File: src/rtl/spm_dma_arbiter.sv
// Shares SPM port B between the MEM stage (always wins) and a word-copy DMA
// that steals idle port cycles: RD -> CAP -> WR per word, 3 cycles when uncontended.
module spm_dma_arbiter #(
  parameter int ADDR_W = 12,
  parameter int DATA_W = 32
) (
  input  logic              clk,
  input  logic              reset_,
  input  logic [ADDR_W-1:0] mem_spm_addr,
  input  logic              mem_spm_as_,
  input  logic              mem_spm_rw,
  input  logic [DATA_W-1:0] mem_spm_wr_data,
  output logic [DATA_W-1:0] mem_spm_rd_data,
  output logic [ADDR_W-1:0] spm_addr,
  output logic              spm_as_,
  output logic              spm_rw,
  output logic [DATA_W-1:0] spm_wr_data,
  input  logic [DATA_W-1:0] spm_rd_data,
  input  logic              dma_start,
  input  logic              dma_abort,
  input  logic [ADDR_W-1:0] dma_src,
  input  logic [ADDR_W-1:0] dma_dst,
  input  logic [ADDR_W:0]   dma_len,
  output logic              dma_busy,
  output logic              dma_done,
  output logic [ADDR_W:0]   dma_remain
);

  typedef enum logic [1:0] {
    S_IDLE,
    S_RD,
    S_CAP,
    S_WR
  } state_t;

  state_t              state_q, state_d;
  logic [ADDR_W-1:0]   src_q, src_d;
  logic [ADDR_W-1:0]   dst_q, dst_d;
  logic [ADDR_W:0]     remain_q, remain_d;
  logic [DATA_W-1:0]   buf_q, buf_d;
  logic                done_q, done_d;

  logic                dma_req;
  logic                dma_rw;
  logic [ADDR_W-1:0]   dma_addr;
  logic                grant;

  // The DMA owns the port only in cycles where the MEM strobe is inactive.
  assign grant = mem_spm_as_;

  always_comb begin
    state_d  = state_q;
    src_d    = src_q;
    dst_d    = dst_q;
    remain_d = remain_q;
    buf_d    = buf_q;
    done_d   = 1'b0;
    dma_req  = 1'b0;
    dma_rw   = 1'b1;
    dma_addr = src_q;

    case (state_q)
      S_IDLE: begin
        if (dma_start && !dma_abort) begin
          if (dma_len != '0) begin
            src_d    = dma_src;
            dst_d    = dma_dst;
            remain_d = dma_len;
            state_d  = S_RD;
          end else begin
            done_d = 1'b1;
          end
        end
      end
      S_RD: begin
        dma_req  = 1'b1;
        dma_addr = src_q;
        if (grant) begin
          state_d = S_CAP;
        end
      end
      S_CAP: begin
        // Read data always belongs to the RD cycle, even if MEM holds the port now.
        buf_d   = spm_rd_data;
        state_d = S_WR;
      end
      S_WR: begin
        dma_req  = 1'b1;
        dma_rw   = 1'b0;
        dma_addr = dst_q;
        if (grant) begin
          src_d    = src_q + ADDR_W'(1);
          dst_d    = dst_q + ADDR_W'(1);
          remain_d = remain_q - (ADDR_W+1)'(1);
          if (remain_q == (ADDR_W+1)'(1)) begin
            state_d = S_IDLE;
            done_d  = 1'b1;
          end else begin
            state_d = S_RD;
          end
        end
      end
      default: state_d = S_IDLE;
    endcase

    if (dma_abort && (state_q != S_IDLE)) begin
      state_d  = S_IDLE;
      remain_d = '0;
      done_d   = 1'b0;
    end
  end

  always_ff @(posedge clk or negedge reset_) begin
    if (!reset_) begin
      state_q  <= S_IDLE;
      src_q    <= '0;
      dst_q    <= '0;
      remain_q <= '0;
      buf_q    <= '0;
      done_q   <= 1'b0;
    end else begin
      state_q  <= state_d;
      src_q    <= src_d;
      dst_q    <= dst_d;
      remain_q <= remain_d;
      buf_q    <= buf_d;
      done_q   <= done_d;
    end
  end

  // Reset forces the port idle immediately, even against an active MEM strobe.
  always_comb begin
    spm_as_     = 1'b1;
    spm_rw      = 1'b1;
    spm_addr    = '0;
    spm_wr_data = '0;
    if (reset_) begin
      if (!mem_spm_as_) begin
        spm_as_     = 1'b0;
        spm_rw      = mem_spm_rw;
        spm_addr    = mem_spm_addr;
        spm_wr_data = mem_spm_wr_data;
      end else if (dma_req) begin
        spm_as_     = 1'b0;
        spm_rw      = dma_rw;
        spm_addr    = dma_addr;
        spm_wr_data = dma_rw ? '0 : buf_q;
      end
    end
  end

  assign mem_spm_rd_data = spm_rd_data;
  assign dma_busy        = (state_q != S_IDLE);
  assign dma_done        = done_q;
  assign dma_remain      = remain_q;

endmodule

File: config.mk
export PLATFORM = sky130hd
export DESIGN_NAME = spm_dma_arbiter
export DESIGN_NICKNAME = d
export VERILOG_FILES = /design/src/rtl/spm_dma_arbiter.sv
export SDC_FILE = /design/constraint.sdc
export NUM_CORES = 1
export LEC_CHECK = 0
export CAP_MARGIN = 20
export CORE_MARGIN = 1.5
export CORE_UTILIZATION = 30
export DETAILED_ROUTE_END_ITERATION = 16
export PLACE_DENSITY = 0.57
export SYNTH_ARGS = -nofsm -noshare
export SYNTH_HDL_FRONTEND = slang
export SYNTH_SLANG_ARGS = --single-unit
File: constraint.sdc
create_clock -name clk -period 2.55 [get_ports clk]
set_clock_uncertainty 0.2 [all_clocks]
set_input_delay 0.51 -clock clk [delete_from_list [all_inputs] [get_ports clk]]
set_output_delay 0.51 -clock clk [all_outputs]
set_load 0.02 [all_outputs]
==> summary.md, run 1 <==
| Metric | Value |
|---|---|
| TritonCTS buffer count | 9 |
| R2R Path End | dma_remain[10] |
| Synthesized cell area | approximately 0.0050 mm2 |
| Final min period | around 2500 ps |
| Syn. warnings | 0 |
| First DRT Iteration DRCs | 218 |
| Max clock buf depth | 2 |
| Number of synthesized flops with an enable pin | 0 |
| Slew @ Worst Pin | 597 ps |
| Overflow after GRT | 0 |
| Die area | 0.0174 mm2 |
| Worst EP required | 1840 ps |
| Max-slew violations | 0 |
| HP Class | primary input to asynchronous set/reset pin |
| WS Path Type | register to primary output |
| Routed Antenna Nets | 0 |
| Cell Pwr Density | 1010 mW/mm2 |
| CTS clock-pin slew for the worst setup and hold paths | 60 ps |
| Pre-Repair DR Iteration Count | 4 |
| Total number of H-tree levels | 3 |
| Critical Path Start Type | register |
| CTS root buf | clkbuf_16 |
| Hold WS | 103 ps |
| Area leader, netlist | dfrtp_1 |
| Worst IR drop on VDD | 414 uV |
| RSZ-0062 raised after global routing | true |
| Maxcap violations | 0 |
| Syn_area_per_cell | 8.78 um2 |
| Dpl hpwl | 12200 um |
| Top FF cell, synth | dfrtp_1 |
| Commonest cells after routing, fill and taps aside | clkdlybuf4s50_1, dfrtp_1, nor2b_1, a21oi_1, nand2_1 |
| #FFs+latches synth | 72 |
| Worst r2r src | state_q[1] |
| Pwr Total | between 7 and 8 mW |
| Status | completed |
| Initial antenna violation count | 0 |
| R2R setup slack | about 150 ps |
| Post-synthesis sequential area ratio | between 30% and 40% |
| Die H | 132 um |
| Initial Utilization | a little under a third |
| Largest net degree at the start of global routing | 37 |
| Tcrit/Tclk final | 97.6% |
| Placed Instances | a little under 1000 |
| Arr. time, crit path | 1780 ps |
| Core ar. | 0.0161 mm2 |
| Synthesized Nets | 695 |
| Commonest non-fill, non-tap cell in the layout | clkdlybuf4s50_1 |
| CTS tree | yes |
| Remaining DRCs | 0 |
| Fillcell total | 1534 |
| Fraction of registers with async set or reset after synthesis | 100% |
| Post-synth top area share | between 30% and 40% |
| RePlAce Congestion | 0.847 |
| Via count | 5027 |
| CTS Sinks | 72 |
| Leakage power | 3.22 nW |
| Final net count | 890 |
| I/O pin total | 212 |
| Main area contributors after synthesis | dfrtp_1, nor2b_1, mux2_2 |
| Cell variety after synth | 57 |
| Clk Latency, worst-skew pair | 340 ps |
| Final hold vios | 0 |
| Mapped Cells | around 570 |
| Global-route wire length before repair | 27000 um |
| Layout cell share with drive strength beyond 1 | approximately 22% |
| Worst r2r path cells | 7 |
| Global Route Usage Sum | 19.1% |
| Die width | 132 um |
| Post-Layout Cell Count | 984 |
| Drt wl/cell | approximately 17 um |
| Fmax | 402 MHz |
| Vias in the first global route | between 5000 and 6000 |
| Slew headroom | 59.9% |
| Final wirelength | 17100 um |
| I/O Buffers | between 200 and 250 |
| # rows | 46 |
| Final setup vio count | 0 |
| Via/cell ratio | 5.11 |
| Critical path fanouts, max | 6 |
| # diodes | 0 |
| Crit. End Element | primary output |
| Area delta synth->final | 54.3% |
[flip-flops by register name, summed over array words and instances (netlist names)]
name	flops
dst_q	12
dma_remain	13
dma_done	1
src_q	12
state_q	2
buf_q	32
[kinds of logic (layout without fill, tap and decap cells)]
| logic type | count (synthesis) | count (layout) | share of synthesized area [%] |
|---|---|---|---|
| buffers and inverters | 87 | 287 | 9.91 |
| AO/OA/AOI/OAI | 165 | 165 | 21.0 |
| adder cells (fa/ha/maj) | 8 | 8 | 2.01 |
| AND/OR/NAND/NOR | 199 | 199 | 22.7 |
| multiplexers | 37 | 37 | 8.23 |
| flip-flops | 72 | 72 | 36.1 |
[critical path, cell delays in order (launching register included)]
cell and delay [ps]:
dfrtp_1 420, inv_2 70, ha_4 160, nor2b_4 130, buf_6 140, a22oi_2 150
nand2_1 80, o211a_1 130, buf_4 150
[power breakdown]
group,internal (mW),switching [mW]
sequential,1.67,0.548
clock,1.16,0.517
combinational,1.86,2.03
[layout make-up]
class,count,area (um2),area share [%]
Timing Repair Buffer,256,2390,31.1
Sequential cell,72,1800,23.4
Tap cell,216,270,3.51
Clock buffer,9,225,2.93
Multi-Input combinational cell,409,2780,36.1
Inverter,15,56.3,0.732
Clock inverter,7,166,2.16
[through the flow]
step	TNS, ps	area (um2)	setup slack, ps	utilization (%)
after floorplan	0	4990	154	-
after global placement	-1870	7300	-111	45.4
after detailed placement	-3720	7300	-124	45.4
after CTS	-203	7590	-80.9	47.3
after global routing	-69.1	7690	-23.2	47.9
final	0	7690	60.2	47.9
[worst max path at each step]
stage / startpoint / to
6_report: state_q[1] / spm_addr[1]
5_1_grt: state_q[1] / spm_addr[5]
4_1_cts: state_q[0] / spm_wr_data[9]
3_5_place_dp: mem_spm_as_ / spm_wr_data[9]
3_3_place_gp: mem_spm_wr_data[9] / spm_wr_data[9]
2_1_floorplan: state_q[0] / spm_rw
[cell usage after synthesis, types with 2 or more instances]
master and count:
buf_2 5, a2bb2oi_1 5, o21ai_0 24, nor2_1 15, nor2b_1 67, a31oi_1 5
nor3b_1 2, inv_1 15, nand2_1 46, nand2b_1 3, mux2_2 32, mux2i_1 5
nand4b_1 2, and2_1 3, buf_6 4, o21ai_1 10, nor4_1 4, o22ai_1 19
o211a_1 11, a31o_2 4, dfrtp_1 72, a21oi_1 58, buf_4 35, buf_1 6
o21a_1 2, o221ai_1 2, nor3_1 9, clkbuf_1 22, nor4_2 2, nand3_1 14
nand4_1 18, o31ai_1 2, ha_1 8, a22oi_1 13, or4_1 2
[repair_timing]
| action | 4_1_cts | 5_1_grt |
|---|---|---|
| gates resized for setup | 177 | 43 |
| pin swaps | 0 | 3 |
| cloned | 0 | 2 |
| setup endpoints to repair | 46 | 36 |
| hold buffers | 2 | 1 |
| setup buffers | 0 | 1 |
| hold endpoints to repair | 28 | 4 |
[layer usage]
metal	global-route usage, %	share of wire [%]
met5	0	0
met4	5.49	0.92
met3	3.58	5.3
met2	33.0	49
met1	24.4	44
(Power assumes the default switching activity.)
==> inputs of run 2 (changes only) <==
- HOLD_SLACK_MARGIN: not set -> 0.02
==> results of run 2 <==
Final layout, timing and power as in run 1 (identical DEF).
